`src/rtl/gci_std_display_rect_fill.sv`:
```
// gci_std_display_rect_fill
// Solid rectangle / full-screen fill engine. Accepts one command at a time,
// clips the rectangle to the display area and streams one (address, colour)
// write per pixel towards the display memory write arbiter.
module gci_std_display_rect_fill #(
  parameter int unsigned P_AREA_H     = 640,
  parameter int unsigned P_AREA_V     = 480,
  parameter int unsigned P_AREA_H_N   = 10,
  parameter int unsigned P_AREA_V_N   = 9,
  parameter int unsigned P_MEM_ADDR_N = 23,
  parameter int unsigned P_BASE_ADDR  = 0,
  parameter int unsigned P_COLOR_N    = 24
) (
  input  logic                    iCLOCK,
  input  logic                    iRESET,
  input  logic                    iRESET_SYNC,
  input  logic                    iIF_VALID,
  output logic                    oIF_BUSY,
  input  logic                    iIF_MODE,
  input  logic [P_AREA_H_N-1:0]   iIF_X,
  input  logic [P_AREA_V_N-1:0]   iIF_Y,
  input  logic [P_AREA_H_N-1:0]   iIF_WIDTH,
  input  logic [P_AREA_V_N-1:0]   iIF_HEIGHT,
  input  logic [P_COLOR_N-1:0]    iIF_COLOR,
  output logic                    oIF_FINISH,
  output logic                    oIF_VALID,
  input  logic                    iIF_BUSY,
  output logic [P_MEM_ADDR_N-1:0] oIF_ADDR,
  output logic [P_COLOR_N-1:0]    oIF_DATA
);

  // One extra bit on the X/Y arithmetic so X+W style comparisons never overflow
  // and a full-width W/H (mode 1) is always representable.
  localparam int unsigned L_HW = P_AREA_H_N + 1;
  localparam int unsigned L_VW = P_AREA_V_N + 1;

  localparam logic [L_HW-1:0]         L_AREA_H_X = L_HW'(P_AREA_H);
  localparam logic [L_VW-1:0]         L_AREA_V_Y = L_VW'(P_AREA_V);
  localparam logic [P_MEM_ADDR_N-1:0] L_AREA_H_A = P_MEM_ADDR_N'(P_AREA_H);
  localparam logic [P_MEM_ADDR_N-1:0] L_BASE_A   = P_MEM_ADDR_N'(P_BASE_ADDR);

  typedef enum logic [1:0] {
    ST_IDLE  = 2'd0,
    ST_SETUP = 2'd1,
    ST_FILL  = 2'd2,
    ST_END   = 2'd3
  } state_t;

  state_t                  r_state;
  state_t                  w_next_state;

  // Latched command
  logic [L_HW-1:0]         r_x;
  logic [L_VW-1:0]         r_y;
  logic [L_HW-1:0]         r_w;
  logic [L_VW-1:0]         r_h;
  logic [P_COLOR_N-1:0]    r_color;

  // Clipped extent and scan position
  logic [L_HW-1:0]         r_w_eff;
  logic [L_VW-1:0]         r_h_eff;
  logic [L_HW-1:0]         r_col;
  logic [L_VW-1:0]         r_row;
  logic [P_MEM_ADDR_N-1:0] r_row_addr;
  logic [P_MEM_ADDR_N-1:0] r_addr;

  logic                    w_empty;
  logic [L_HW-1:0]         w_room_h;
  logic [L_VW-1:0]         w_room_v;
  logic [L_HW-1:0]         w_w_eff;
  logic [L_VW-1:0]         w_h_eff;
  logic [P_MEM_ADDR_N-1:0] w_start;
  logic                    w_beat;
  logic                    w_col_last;
  logic                    w_row_last;

  // Clipping, start address and beat bookkeeping decoded from the registers.
  always_comb begin
    w_empty    = (r_x >= L_AREA_H_X) || (r_y >= L_AREA_V_Y) ||
                 (r_w == {L_HW{1'b0}}) || (r_h == {L_VW{1'b0}});
    w_room_h   = L_AREA_H_X - r_x;
    w_room_v   = L_AREA_V_Y - r_y;
    w_w_eff    = (r_w < w_room_h) ? r_w : w_room_h;
    w_h_eff    = (r_h < w_room_v) ? r_h : w_room_v;
    w_start    = L_BASE_A + (P_MEM_ADDR_N'(r_y) * L_AREA_H_A) + P_MEM_ADDR_N'(r_x);
    w_beat     = (r_state == ST_FILL) && !iIF_BUSY;
    w_col_last = (r_col == (r_w_eff - L_HW'(1)));
    w_row_last = (r_row == (r_h_eff - L_VW'(1)));
  end

  // State register; either reset returns the engine to IDLE.
  always_ff @(posedge iCLOCK or posedge iRESET) begin
    if (iRESET) begin
      r_state <= ST_IDLE;
    end else if (iRESET_SYNC) begin
      r_state <= ST_IDLE;
    end else begin
      r_state <= w_next_state;
    end
  end

  // Next-state logic: IDLE -> SETUP -> FILL (or END if clipped away) -> END -> IDLE.
  always_comb begin
    w_next_state = r_state;
    case (r_state)
      ST_IDLE: begin
        if (iIF_VALID) begin
          w_next_state = ST_SETUP;
        end else begin
          w_next_state = ST_IDLE;
        end
      end
      ST_SETUP: begin
        if (w_empty) begin
          w_next_state = ST_END;
        end else begin
          w_next_state = ST_FILL;
        end
      end
      ST_FILL: begin
        if (w_beat && w_col_last && w_row_last) begin
          w_next_state = ST_END;
        end else begin
          w_next_state = ST_FILL;
        end
      end
      ST_END: begin
        w_next_state = ST_IDLE;
      end
      default: begin
        w_next_state = ST_IDLE;
      end
    endcase
  end

  // Command latch, clip/start-address registration and add-only address walk.
  always_ff @(posedge iCLOCK or posedge iRESET) begin
    if (iRESET) begin
      r_x        <= {L_HW{1'b0}};
      r_y        <= {L_VW{1'b0}};
      r_w        <= {L_HW{1'b0}};
      r_h        <= {L_VW{1'b0}};
      r_color    <= {P_COLOR_N{1'b0}};
      r_w_eff    <= {L_HW{1'b0}};
      r_h_eff    <= {L_VW{1'b0}};
      r_col      <= {L_HW{1'b0}};
      r_row      <= {L_VW{1'b0}};
      r_row_addr <= {P_MEM_ADDR_N{1'b0}};
      r_addr     <= {P_MEM_ADDR_N{1'b0}};
    end else if (iRESET_SYNC) begin
      r_x        <= {L_HW{1'b0}};
      r_y        <= {L_VW{1'b0}};
      r_w        <= {L_HW{1'b0}};
      r_h        <= {L_VW{1'b0}};
      r_color    <= {P_COLOR_N{1'b0}};
      r_w_eff    <= {L_HW{1'b0}};
      r_h_eff    <= {L_VW{1'b0}};
      r_col      <= {L_HW{1'b0}};
      r_row      <= {L_VW{1'b0}};
      r_row_addr <= {P_MEM_ADDR_N{1'b0}};
      r_addr     <= {P_MEM_ADDR_N{1'b0}};
    end else begin
      case (r_state)
        ST_IDLE: begin
          if (iIF_VALID) begin
            r_color <= iIF_COLOR;
            if (iIF_MODE) begin
              r_x <= {L_HW{1'b0}};
              r_y <= {L_VW{1'b0}};
              r_w <= L_AREA_H_X;
              r_h <= L_AREA_V_Y;
            end else begin
              r_x <= L_HW'(iIF_X);
              r_y <= L_VW'(iIF_Y);
              r_w <= L_HW'(iIF_WIDTH);
              r_h <= L_VW'(iIF_HEIGHT);
            end
          end
        end
        ST_SETUP: begin
          r_w_eff    <= w_w_eff;
          r_h_eff    <= w_h_eff;
          r_col      <= {L_HW{1'b0}};
          r_row      <= {L_VW{1'b0}};
          r_row_addr <= w_start;
          r_addr     <= w_start;
        end
        ST_FILL: begin
          if (w_beat) begin
            if (w_col_last) begin
              if (!w_row_last) begin
                r_col      <= {L_HW{1'b0}};
                r_row      <= r_row + L_VW'(1);
                r_row_addr <= r_row_addr + L_AREA_H_A;
                r_addr     <= r_row_addr + L_AREA_H_A;
              end
            end else begin
              r_col  <= r_col + L_HW'(1);
              r_addr <= r_addr + P_MEM_ADDR_N'(1);
            end
          end
        end
        ST_END: begin
          r_col <= {L_HW{1'b0}};
          r_row <= {L_VW{1'b0}};
        end
        default: begin
          r_col <= {L_HW{1'b0}};
          r_row <= {L_VW{1'b0}};
        end
      endcase
    end
  end

  assign oIF_BUSY   = (r_state != ST_IDLE);
  assign oIF_FINISH = (r_state == ST_END);
  assign oIF_VALID  = w_beat;
  assign oIF_ADDR   = r_addr;
  assign oIF_DATA   = r_color;

endmodule

```
`config.mk`:
```
export PLATFORM = sky130hd
export DESIGN_NAME = gci_std_display_rect_fill
export DESIGN_NICKNAME = d
export VERILOG_FILES = /design/src/rtl/gci_std_display_rect_fill.sv
export SDC_FILE = /design/constraint.sdc
export NUM_CORES = 1
export LEC_CHECK = 0
export BUFFER_PORTS_ARGS = -buffer_cell sky130_fd_sc_hd__buf_2
export CAP_MARGIN = 20
export CELL_PAD_IN_SITES_DETAIL_PLACEMENT = 1
export CELL_PAD_IN_SITES_GLOBAL_PLACEMENT = 2
export CORE_UTILIZATION = 30
export CTS_BUF_LIST = sky130_fd_sc_hd__clkbuf_4 sky130_fd_sc_hd__clkbuf_8
export DETAILED_ROUTE_END_ITERATION = 16
export PLACE_DENSITY = 0.71
export SYNTH_ARGS = -nofsm -noshare
export SYNTH_HDL_FRONTEND = slang
export SYNTH_SLANG_ARGS = --single-unit
```
`constraint.sdc`:
```
create_clock -name iCLOCK -period 14.85 [get_ports iCLOCK]
set_input_delay 4.455 -clock iCLOCK [delete_from_list [all_inputs] [get_ports iCLOCK]]
set_output_delay 4.455 -clock iCLOCK [all_outputs]
set_load 0.01 [all_outputs]
```
==> results of run 1 <==
layout make-up:
type	instances	area (um^2)
Clock buffer	17	234
Clock inverter	15	204
Fill cell	3637	20500
Inverter	41	159
Multi-Input combinational cell	757	5490
Sequential cell	152	3800
Tap cell	402	503
Timing Repair Buffer	131	688
worst max path at each step:
stage                     end  slack [ps]  startpoint  cells after the start
finish              oIF_VALID        5170    iIF_BUSY                      4
global route        oIF_VALID        5110    iIF_BUSY                      4
CTS                 oIF_VALID        5160    iIF_BUSY                      4
detailed placement  oIF_VALID        5170    iIF_BUSY                      4
global placement    oIF_VALID        5190    iIF_BUSY                      4
floorplan           oIF_VALID        5570    iIF_BUSY                      2
routing by layer:
| layer | share of wire (%) | vias to the layer above | wire length, um |
|---|---|---|---|
| li1 | - | 3857 | - |
| met1 | 47 | 3994 | 13400 |
| met2 | 49 | 119 | 14100 |
| met3 | 2.8 | 10 | 800 |
| met4 | 0.89 | 0 | 254 |
| met5 | 0 | - | 0 |
report_power, final:
part | leakage [nW] | total, W | internal [W] | switching [W]
Clock | 0.214 | 0.000339 | 0.000132 | 0.000207
Sequential | 2.07 | 0.000493 | 0.000445 | 0.0000480
Combinational | 2.91 | 0.000271 | 0.000118 | 0.000153
cells by family after synthesis:
kind of cell,Yosys count,synth area share (%)
and+or+nand+nor,299,15.6
AOI/OAI and AO/OA,273,20.4
DFF,152,39.5
buffers and inverters,93,3.85
xor gates and xnor gates,84,7.64
muxes,53,6.57
adders and majority gates,48,6.40
flip-flops by register name, indices dropped and copies added (netlist names):
name	cells
r_row	10
oIF_DATA	24
r_row_addr	23
r_col	11
r_h	9
r_h_eff	10
r_w_eff	11
r_w	10
r_x	10
r_y	9
oIF_ADDR	23
r_state	2
per-stage QoR:
stage	hold WS (ps)	cell area (um^2)	utilization [%]	std cells
3_5_place_dp	490	10600	33.7	1483
3_3_place_gp	487	10600	33.7	1482
4_1_cts	522	11100	35.1	1515
6_report	515	11100	35.1	1515
2_1_floorplan	464	9620	-	1002
5_1_grt	542	11100	35.1	1515
placed cells by master, fill, tap and decap left out, drive strengths merged, types with 5 or more instances in the layout:
| master | count |
|---|---|
| a211oi | 21 |
| a21boi | 5 |
| a21o | 12 |
| a21oi | 46 |
| a22o | 58 |
| a31oi | 15 |
| and3 | 23 |
| buf | 131 |
| clkbuf | 17 |
| clkinv | 10 |
| dfrtp | 152 |
| ha | 46 |
| inv | 46 |
| mux2 | 33 |
| mux2i | 20 |
| nand2 | 82 |
| nand2b | 19 |
| nand3 | 31 |
| nand4 | 13 |
| nor2 | 61 |
| nor3 | 24 |
| nor3b | 5 |
| nor4 | 8 |
| o21ai | 50 |
| o22a | 6 |
| o31ai | 9 |
| or3 | 10 |
| xnor2 | 51 |
| xor2 | 33 |
critical path, stage by stage:
cell and delay [ps]:
sky130_fd_sc_hd__buf_2 110, sky130_fd_sc_hd__nand2b_1 200, sky130_fd_sc_hd__inv_1 260, sky130_fd_sc_hd__buf_2 200
cells in the mapped netlist (all sizes together) (6+ instances only):
cell / n
a211oi: 21
or3: 10
xor2: 33
o31ai: 9
nand2: 82
nor4: 8
nor3: 24
nand3: 31
and3: 23
inv: 41
nand2b: 19
a31oi: 15
ha: 46
mux2: 33
o21ai: 50
a21o: 12
a21oi: 46
dfrtp: 152
o22a: 6
nand4: 13
nor2: 61
a22o: 58
buf: 10
clkbuf: 42
xnor2: 51
mux2i: 20
==> impl_summary.log, run 1 <==
[metrics] warning count from the yosys run: 0
[metrics] Hold Crit Start: oIF_DATA[11]
[metrics] CTS Hold Buffers Added: 0
[metrics] top area cells in the synthesized netlist: sky130_fd_sc_hd__dfrtp_1 40%, sky130_fd_sc_hd__ha_1 6.0%, sky130_fd_sc_hd__a22o_1 5.3%
[metrics] First-pass DRT Iterations: 6
[metrics] layout cell share with drive strength beyond 1: between 10% and 20%
[metrics] largest fanout of any net on the critical path: 6
[metrics] vias in the first global route: 8206
[metrics] Worst Reg2Reg Path Length in Cells: 11
[metrics] Final setup viols: 0
[metrics] clock-pin slew reported for the worst setup and hold paths after clock tree synthesis: ~130 ps
[metrics] width of the die: 181 um
[metrics] Max-Cap Viols: 0
[metrics] wire per inst: roughly 19 um
[metrics] post-route total power: 0.00110 W
[metrics] synth unique cells: just under 70
[metrics] fraction of synthesis flops using an asynchronous set or reset pin: 100%
[metrics] Clock Path Buffers: 2
[metrics] area share of the largest cell type after synthesis: 39.5%
[metrics] clock root buffer: sky130_fd_sc_hd__clkbuf_8
[metrics] number of remaining DRC errors: 0
[metrics] total of buffers placed on input and output ports: 117
[metrics] Primary FF master, synth: sky130_fd_sc_hd__dfrtp_1
[metrics] peak clock frequency supported by timing: between 100 and 150 MHz
[metrics] number of synthesized register bits: 152
[metrics] Seq/Total Area, Yosys: 39.5%
[metrics] final sum of negative setup slack: 0 ps
[metrics] hold-critical path endpoint: oIF_DATA[11]
[metrics] Core Footprint: 0.0316 mm^2
[metrics] global-route wire length before repair: 46.5 mm
[metrics] routing usage on met3: ~2.6%
[metrics] leakage power: 5.20 nW
[metrics] transition time at the pin with the least slew margin: 1000 ps
[metrics] post-placement worst setup slack: 5170 ps
[metrics] Die Ht: 181 um
[metrics] run status: completed
[metrics] antenna cells: 0
[metrics] Final Critical Period: 9680 ps
[metrics] Final Wtd Congestion: approximately 0.75
[metrics] worst reg-to-reg setup slack: 11140 ps
[metrics] Core Rows: 65
[metrics] total global routing track utilization: between 10% and 20%
[metrics] number of slew-limit violations in the final report: 0
[metrics] global route total overflow: 0
[metrics] number of failing hold endpoints at the final stage: 0
[metrics] Skew-Pair Late Insertion Delay: approximately 480 ps
[metrics] VDD IR-drop max: 50.7 uV
[metrics] initial core utilization: 30.5%
[metrics] total of cells resized after clock tree synthesis: 0
[metrics] CP arrival: 5220 ps
[metrics] post-DR vias/cell: 5.27
[metrics] type of origin of the critical path: primary input
[metrics] Min-Delay Path Depth: 1
[metrics] portion of the clock cycle consumed by the worst path in the final layout: between 60 and 70%
[metrics] Post-CTS Setup Inserts: 0
[metrics] number of nets with antenna violations after routing: 0
[metrics] FF-to-FF End: r_h_eff[3]
[metrics] worst flop-to-flop path startpoint: r_y[2]
[metrics] largest net degree at the start of global routing: 84
[metrics] synthesized area: 0.00962 mm^2
[metrics] level count of the clock H-tree: 4
[metrics] Die Footprint: 0.0328 mm^2
[metrics] worst path required time: between 10000 and 15000 ps
[metrics] CTS tree: yes
[metrics] number of clock buffers inserted by TritonCTS: 17
[metrics] critical setup path kind: in2out
[metrics] type of the tightest min-delay check: reg2reg
[metrics] PD cells: approximately 99 mW/mm^2
[metrics] CTS sink cnt: between 150 and 200
[metrics] grt peak-use layer: met2
[metrics] number of top-level pins: 118
[metrics] total via count in the routed design: 7980
[metrics] max-slew headroom at the worst pin: roughly 33%
[metrics] post-synthesis cell count: 1002
[metrics] number of flops mapped to enable cells by yosys: 0
[metrics] initial antenna violation count: 0
[metrics] violation count after the first detailed-route iteration: approximately 450
[metrics] RSZ-0062 raised after global routing: false
[metrics] Net count, final: 1216
[metrics] Mean Syn Cell Area: 9.61 um^2
[metrics] met1 GRT Util: 24.3%
[metrics] total wire length after detailed routing: 28.6 mm
[metrics] Setup WS post-layout: ~5200 ps
[metrics] layout overhead on the synthesized area: 15.1%
[metrics] GR Util met2: 30.0%
[metrics] Fin Clk Skew: 36.3 ps
[metrics] syn nets: 1118
[metrics] kind of capture point of the worst setup path: output port
[metrics] library cell occupying the most area in the post-synthesis netlist: sky130_fd_sc_hd__dfrtp_1
[metrics] Final HPWL DP: approximately 21 mm
(Power assumes the default switching activity.)
==> run 2: changes to the inputs <==
Settings changed: ABC_AREA set to 1, PLACE_DENSITY 0.71 to 0.77.
Clock period 14.85 ns to 9.6 ns, I/O delays scaled along.
==> run 2 against run 1 <==
- core utilization is 0.44 points lower
- critical endpoint unchanged
- largest power group unchanged
- clock-buffer cell count up 2
- non-clock buffer count decreased by 7
- sequential power up 53%
- combinational power grew 70%
- via count rose by 23%
- critical path depth is 1 lower
- synthesized area rose by 7.8%
- power is 54% higher
- worst setup slack lost 1800 ps
- design area up 5.7%
==> impl_summary.log, run 2 <==
[metrics] max FFs per register: 24 (unchanged)
[metrics] Mean Syn Cell Area: 7.07 um^2 (-26%)
[metrics] width of the die: 188 um (+3.8%)
[metrics] syn nets: 1583 (+42%)
[metrics] area share of the largest cell type after synthesis: 36.7% (-2.9 points)
[metrics] number of synthesized register bits: 152 (unchanged)
[metrics] total via count in the routed design: 9811 (+23%)
[metrics] internal power: 0.00105 W (+51%)
[metrics] Skew-Pair Late Insertion Delay: 460 ps (-20 ps)
[metrics] largest net degree at the start of global routing: 84 (unchanged)
[metrics] mux share of post-synthesis cell area: 0% (-6.6 points)
[metrics] Setup WS post-layout: 3330 ps (-1840 ps)
[metrics] FF-to-FF End: oIF_ADDR[16]
[metrics] layout cell share with drive strength beyond 1: 13.2% (-6.1 points)
[metrics] Fill cells: 4340 (+19%)
[metrics] proportion of power drawn by flip-flops and latches: 44.5% (-0.2 points)
[metrics] PD cells: 145 mW/mm^2 (+45%)
[metrics] critical setup path kind: in2out
[metrics] Max-Cap Viols: 0 (unchanged)
[metrics] violation count after the first detailed-route iteration: 462 (+2.2%)
[metrics] count leader, synth: sky130_fd_sc_hd__nand2_1
[metrics] clock network fraction of total power: 28.3% (-2.4 points)
[metrics] Die Ht: 188 um (+3.8%)
[metrics] highest-count cells in the layout ignoring fill and taps: 445 x sky130_fd_sc_hd__nand2_1, 184 x sky130_fd_sc_hd__inv_1, 158 x sky130_fd_sc_hd__nand3_1
[metrics] vias in the first global route: 10100 (+23%)
[metrics] antenna cells: 0 (unchanged)
[metrics] CTS tree: yes
[metrics] clock root buffer: sky130_fd_sc_hd__clkbuf_8
[metrics] xor/xnor share of the synthesized area: 5.23% (-2.4 points)
[metrics] Final setup viols: 0 (unchanged)
[metrics] most common library cells after synthesis: 445 x sky130_fd_sc_hd__nand2_1, 186 x sky130_fd_sc_hd__inv_1, 158 x sky130_fd_sc_hd__nand3_1
[metrics] initial core utilization: 30.7% (+0.21 points)
[metrics] Post-CTS Setup Inserts: 0 (unchanged)
[metrics] worst flop-to-flop path startpoint: r_state[0]
[metrics] largest fanout of any net on the critical path: 3 (-3)
[metrics] type of origin of the critical path: primary input
[metrics] CTS sink cnt: 152 (unchanged)
[metrics] First-pass DRT Iterations: 4 (-2)
[metrics] clock-pin slew reported for the worst setup and hold paths after clock tree synthesis: 90 ps (-40 ps)
[metrics] adder and majority gate portion of the synthesized area: 5.93% (-0.46 points)
[metrics] CTS Hold Buffers Added: 0 (unchanged)
[metrics] total of buffers placed on input and output ports: 117 (unchanged)
[metrics] Core Rows: 67 (+3.1%)
[metrics] Worst Reg2Reg Path Length in Cells: 10 (-1)
[metrics] hold-critical path endpoint: r_row_addr[0]
[metrics] total wire length after detailed routing: 33.9 mm (+19%)
[metrics] CP arrival: 3390 ps (-1830 ps)
[metrics] number of flops mapped to enable cells by yosys: 0 (unchanged)
[metrics] worst setup path startpoint: iIF_BUSY
[metrics] number of remaining DRC errors: 0 (unchanged)
[metrics] number of clock buffers inserted by TritonCTS: 17 (unchanged)
[metrics] global-route wire length before repair: 56.2 mm (+21%)
[metrics] transition time at the pin with the least slew margin: 970 ps (-31.1 ps)
[metrics] peak clock frequency supported by timing: 160 MHz
[metrics] type of the tightest min-delay check: reg2reg
[metrics] total global routing track utilization: 19.9% (+2.0 points)
[metrics] wire per inst: 16.7 um (-11%)
[metrics] Primary FF master, synth: sky130_fd_sc_hd__dfrtp_1
[metrics] simple-gate portion of the synthesized area: 34.7% (+19 points)
[metrics] commonest non-fill, non-tap cell in the layout: sky130_fd_sc_hd__nand2_1
[metrics] warning count from the yosys run: 0 (unchanged)
[metrics] Core Footprint: 0.0338 mm^2 (+7.1%)
[metrics] post-placement worst setup slack: 3320 ps (-1850 ps)
[metrics] library cell occupying the most area in the post-synthesis netlist: sky130_fd_sc_hd__dfrtp_1
[metrics] synthesized area: 0.0104 mm^2 (+7.8%)
[metrics] Final Wtd Congestion: 0.865 (+16%)
[metrics] synth unique cells: 42 (-39%)
[metrics] Fin Clk Skew: 12.6 ps (-23.7 ps)
[metrics] Min-Delay Path Depth: 2 (+1)
[metrics] post-DR vias/cell: 4.84 (-8.1%)
[metrics] max-slew headroom at the worst pin: 35.4% (+2.1 points)
[metrics] RSZ-0062 raised after global routing: false
[metrics] worst reg-to-reg setup slack: 5680 ps (-5460 ps)
[metrics] switching fraction of total power: 38.3% (+1.3 points)
[metrics] top area cells in the synthesized netlist: sky130_fd_sc_hd__dfrtp_1 37%, sky130_fd_sc_hd__nand2_1 16%, sky130_fd_sc_hd__nand3_1 7.6%
[metrics] compound-cell area share of the yosys netlist: 8.27% (-12 points)
[metrics] global route total overflow: 0 (unchanged)
[metrics] Hold Crit Start: r_row_addr[0]
[metrics] fraction of synthesis flops using an asynchronous set or reset pin: 100% (unchanged)
[metrics] number of nets with antenna violations after routing: 0 (unchanged)
[metrics] number of top-level pins: 118 (unchanged)
[metrics] run status: completed
[metrics] total of cells resized after clock tree synthesis: 0 (unchanged)
[metrics] Final Critical Period: 6270 ps
[metrics] worst path required time: 6720 ps (-3670 ps)
[metrics] number of failing hold endpoints at the final stage: 0 (unchanged)
[metrics] final sum of negative setup slack: 0 ps (unchanged)
[metrics] level count of the clock H-tree: 4 (unchanged)
[metrics] post-synthesis cell count: 1467 (+46%)
[metrics] Seq/Total Area, Yosys: 36.7% (-2.9 points)
[metrics] initial antenna violation count: 0 (unchanged)
[metrics] kind of capture point of the worst setup path: output port
[metrics] VDD IR-drop max: 80.6 uV (+59%)
[metrics] portion of the clock cycle consumed by the worst path in the final layout: 65.3%
[metrics] leakage power: 6.17 nW (+19%)
[metrics] layout overhead on the synthesized area: 12.9%
[metrics] combinational family with the most area after synthesis: simple AND/OR/NAND/NOR gates
[metrics] number of slew-limit violations in the final report: 0 (unchanged)
[metrics] Final HPWL DP: 26.3 mm (+27%)
[metrics] Die Footprint: 0.0353 mm^2 (+7.7%)
[metrics] Net count, final: 1683 (+38%)
[metrics] net switching power of the design: 0.000648 W (+59%)
[metrics] combinational cell fraction of total power: 27.2% (+2.7 points)
[metrics] Clock Path Buffers: 2 (unchanged)
-- run 2: changes by cell type after synthesis, moves of 22 or more --
cell / previous run / this run
sky130_fd_sc_hd__nand2_1: 81 / 445
sky130_fd_sc_hd__nand4_1: 12 / 37
sky130_fd_sc_hd__inv_1: 41 / 186
sky130_fd_sc_hd__nand3_1: 31 / 158
sky130_fd_sc_hd__a22o_1: 58 / 0
sky130_fd_sc_hd__a21oi_1: 46 / 18
sky130_fd_sc_hd__xnor2_1: 51 / 14
sky130_fd_sc_hd__o22ai_1: 4 / 31
sky130_fd_sc_hd__and3_1: 23 / 1
sky130_fd_sc_hd__nor2_1: 61 / 102
-- run 2: how the worst max path moves through the flow --
stage | to | depth (start not counted)
after detailed placement | oIF_VALID | 3
after CTS | oIF_VALID | 3
after floorplan | oIF_ADDR[0] | 1
after global routing | oIF_VALID | 3
after global placement | oIF_VALID | 3
final | oIF_VALID | 3
-- run 2: layout make-up --
type	instances	area [um^2]	area share (%)
Multi-Input combinational cell	1078	5620	48.0
Sequential cell	152	3800	32.5
Inverter	194	733	6.26
Timing Repair Buffer	124	638	5.45
Tap cell	448	561	4.79
Clock buffer	19	249	2.13
Clock inverter	12	104	0.887
-- run 2: critical path: stages --
cell                     delay (ps)
sky130_fd_sc_hd__buf_2          100
sky130_fd_sc_hd__nor2_1         210
sky130_fd_sc_hd__buf_2          190
-- run 2: cell families (layout without fill, tap and decap cells) --
logic type	Yosys count	in the layout
AOI/OAI and AO/OA	153	153
adders and majority gates	48	48
and+or+nand+nor	815	815
buffers and inverters	237	349
DFF	152	152
xor gates and xnor gates	62	62
-- run 2: stage by stage --
step	util [%]	cell area (um^2)	power (W)	hold WS, ps	instances
4_1_cts	34.7	11700	0.00172	503	2027
5_1_grt	34.7	11700	0.00181	510	2027
6_report	34.7	11700	0.00169	500	2027
3_3_place_gp	33.6	11400	0.00122	467	1996
3_5_place_dp	33.6	11400	0.00123	481	1996
2_1_floorplan	-	10400	0.00107	449	1467
-- run 2: power by group through the flow --
stage	logic (W)	registers [W]	clock network (W)
6_report	0.000461	0.000754	0.000480
5_1_grt	0.000527	0.000763	0.000517
4_1_cts	0.000468	0.000754	0.000496
3_5_place_dp	0.000465	0.000766	0
3_3_place_gp	0.000456	0.000765	0
2_1_floorplan	0.000318	0.000754	0
-- run 2: metal layers --
layer | global-route usage, % | wire, um | vias up
li1 | - | - | 4921
met1 | 28.6 | 17400 | 4693
met2 | 31.2 | 14800 | 169
met3 | 3.31 | 1210 | 28
met4 | 4.22 | 413 | 0
met5 | 0 | 0 | -
==> run 3: changes to the inputs <==
Settings changed: ABC_AREA 1 to 0, PLACE_DENSITY 0.77 to 0.74.
Clock period 9.6 ns to 5.7 ns, I/O delays scaled along.
==> run 3 against run 2 <==
- global-route usage shrank 1.7 points
- sequential power is 70% higher
- design area down 5.3%
- power is 73% higher
- sequential cell count stayed put
- largest cell class unchanged
- sequential share of layout area grew 1.8 points
- first-iteration DRC count fell by 13%
- worst hold slack improved by 12 ps
==> impl_summary.log, run 3 (synthesized netlist as in run 1, its figures left out) <==
[metrics] run status: completed
[metrics] max FFs per register: 24 (unchanged)
[metrics] clock network fraction of total power: 32.2% (+3.9 points)
[metrics] CTS Hold Buffers Added: 0 (unchanged)
[metrics] First-pass DRT Iterations: 4 (unchanged)
[metrics] total via count in the routed design: 8032 (-18%)
[metrics] Die Footprint: 0.0328 mm^2 (-7.2%)
[metrics] clock root buffer: sky130_fd_sc_hd__clkbuf_8
[metrics] total wire length after detailed routing: 28.7 mm (-15%)
[metrics] Die Ht: 181 um (-3.6%)
[metrics] VDD IR-drop max: 124 uV (+54%)
[metrics] post-DR vias/cell: 5.30 (+9.5%)
[metrics] largest net degree at the start of global routing: 153 (+82%)
[metrics] Final setup viols: 0 (unchanged)
[metrics] largest fanout of any net on the critical path: 6 (+3)
[metrics] filler-free cell count of the finished design: 1516 (-25%)
[metrics] commonest non-fill, non-tap cell in the layout: sky130_fd_sc_hd__dfrtp_1
[metrics] CTS tree: yes
[metrics] number of failing hold endpoints at the final stage: 0 (unchanged)
[metrics] kind of capture point of the worst setup path: output port
[metrics] type of origin of the critical path: primary input
[metrics] initial core utilization: 30.5% (-0.21 points)
[metrics] number of remaining DRC errors: 0 (unchanged)
[metrics] Core Footprint: 0.0316 mm^2 (-6.6%)
[metrics] Final HPWL DP: 20.7 mm (-21%)
[metrics] width of the die: 181 um (-3.6%)
[metrics] total of cells resized after clock tree synthesis: 0 (unchanged)
[metrics] CTS sink cnt: 152 (unchanged)
[metrics] Fill cells: 3664 (-16%)
[metrics] internal power: 0.00193 W (+84%)
[metrics] peak clock frequency supported by timing: about 240 MHz
[metrics] violation count after the first detailed-route iteration: 401 (-13%)
[metrics] portion of the clock cycle consumed by the worst path in the final layout: about three quarters
[metrics] number of slew-limit violations in the final report: 0 (unchanged)
[metrics] net switching power of the design: 0.00100 W (+55%)
[metrics] Fin Clk Skew: 22.3 ps (+9.64 ps)
[metrics] highest-count cells in the layout ignoring fill and taps: 152 x sky130_fd_sc_hd__dfrtp_1, 118 x sky130_fd_sc_hd__buf_2, 81 x sky130_fd_sc_hd__nand2_1
[metrics] transition time at the pin with the least slew margin: 1030 ps (+57.1 ps)
[metrics] Net count, final: 1216 (-28%)
[metrics] number of nets with antenna violations after routing: 0 (unchanged)
[metrics] number of clock buffers inserted by TritonCTS: 17 (unchanged)
[metrics] wire per inst: 19.0 um (+13%)
[metrics] layout cell share with drive strength beyond 1: 19.2% (+6.1 points)
[metrics] level count of the clock H-tree: 4 (unchanged)
[metrics] CP arrival: 2480 ps (-910 ps)
[metrics] critical setup path kind: in2out
[metrics] switching fraction of total power: 34.2% (-4.1 points)
[metrics] total global routing track utilization: 18.2% (-1.7 points)
[metrics] total of buffers placed on input and output ports: 117 (unchanged)
[metrics] combinational cell fraction of total power: 24.1% (-3.1 points)
[metrics] proportion of power drawn by flip-flops and latches: 43.7% (-0.8 points)
[metrics] Core Rows: 65 (-3.0%)
[metrics] clock-pin slew reported for the worst setup and hold paths after clock tree synthesis: 90 ps (about the same)
[metrics] Final Critical Period: 4190 ps
[metrics] worst hold margin: 512 ps (+12.2 ps)
[metrics] leakage power: 5.20 nW (-16%)
[metrics] global-route wire length before repair: 47.3 mm (-16%)
[metrics] worst path required time: 3990 ps (-2730 ps)
[metrics] number of top-level pins: 118 (unchanged)
[metrics] PD cells: 264 mW/mm^2 (+83%)
[metrics] Clock Path Buffers: 2 (unchanged)
[metrics] initial antenna violation count: 3 (+3)
[metrics] global route total overflow: 0 (unchanged)
[metrics] RSZ-0062 raised after global routing: false
[metrics] type of the tightest min-delay check: reg2reg
[metrics] final sum of negative setup slack: 0 ps (unchanged)
[metrics] number of instances in the placed design: 1483 (-26%)
[metrics] layout overhead on the synthesized area: 15.2%
[metrics] Post-CTS Setup Inserts: 0 (unchanged)
[metrics] Skew-Pair Late Insertion Delay: 490 ps (+30 ps)
[metrics] max-slew headroom at the worst pin: 31.5% (-3.8 points)
[metrics] Final Wtd Congestion: 0.788 (-8.8%)
[metrics] vias in the first global route: 8575 (-15%)
[metrics] Max-Cap Viols: 0 (unchanged)
## run 3: per-layer routing
layer / up-vias / global-route usage, % / wire length [um]
met1: 4004 / 25.1 / 14100
met3: 34 / 3.47 / 1020
met4: 2 / 5.86 / 586
met2: 129 / 28.6 / 13100
met5: - / 0 / 13
li1: 3863 / - / -
## run 3: per-stage QoR
step                instance area [um^2]  total power (W)  setup WS, ps  utilization (%)
finish                             11100          0.00293          1510             35.1
global route                       11100          0.00310          1460             35.1
CTS                                11100          0.00298          1520             35.1
detailed placement                 10700          0.00202          1520             33.8
global placement                   10600          0.00200          1510             33.7
floorplan                           9630          0.00178          1910                -
## run 3: worst paths after layout
kind,cells past startpoint,from,slack [ps],end
hold / removal,1,oIF_DATA[3],510,oIF_DATA[3]
setup reg to reg,11,r_x[0],1720,r_w_eff[5]
hold reg to reg,1,oIF_DATA[3],510,oIF_DATA[3]
setup / recovery,4,iIF_BUSY,1510,oIF_VALID
max in group asynchronous,3,iRESET,3500,r_row_addr[22]
min in group asynchronous,3,iRESET,1320,r_h[5]
## run 3: power by group through the flow
stage	logic, W	clock network (W)	registers, W
after floorplan	0.000514	0	0.00127
after global placement	0.000698	0	0.00130
after detailed placement	0.000713	0	0.00130
after CTS	0.000717	0.000978	0.00128
after global routing	0.000791	0.00101	0.00130
final	0.000707	0.000945	0.00128
## run 3: worst max-delay path, stage by stage
cell	delay, ps
sky130_fd_sc_hd__buf_2	100
sky130_fd_sc_hd__nand2b_1	200
sky130_fd_sc_hd__inv_1	260
sky130_fd_sc_hd__buf_2	200
## run 3: cell type report
| class | count | area, um^2 | area share (%) |
|---|---|---|---|
| multi-input combinational | 757 | 5490 | 49.5 |
| clock inverter | 13 | 179 | 1.61 |
| antenna | 1 | 2.50 | 0.0226 |
| sequential | 152 | 3800 | 34.3 |
| tap | 402 | 503 | 4.54 |
| inverter | 41 | 158 | 1.42 |
| timing repair buffer | 131 | 701 | 6.32 |
| clock buffer | 19 | 255 | 2.30 |
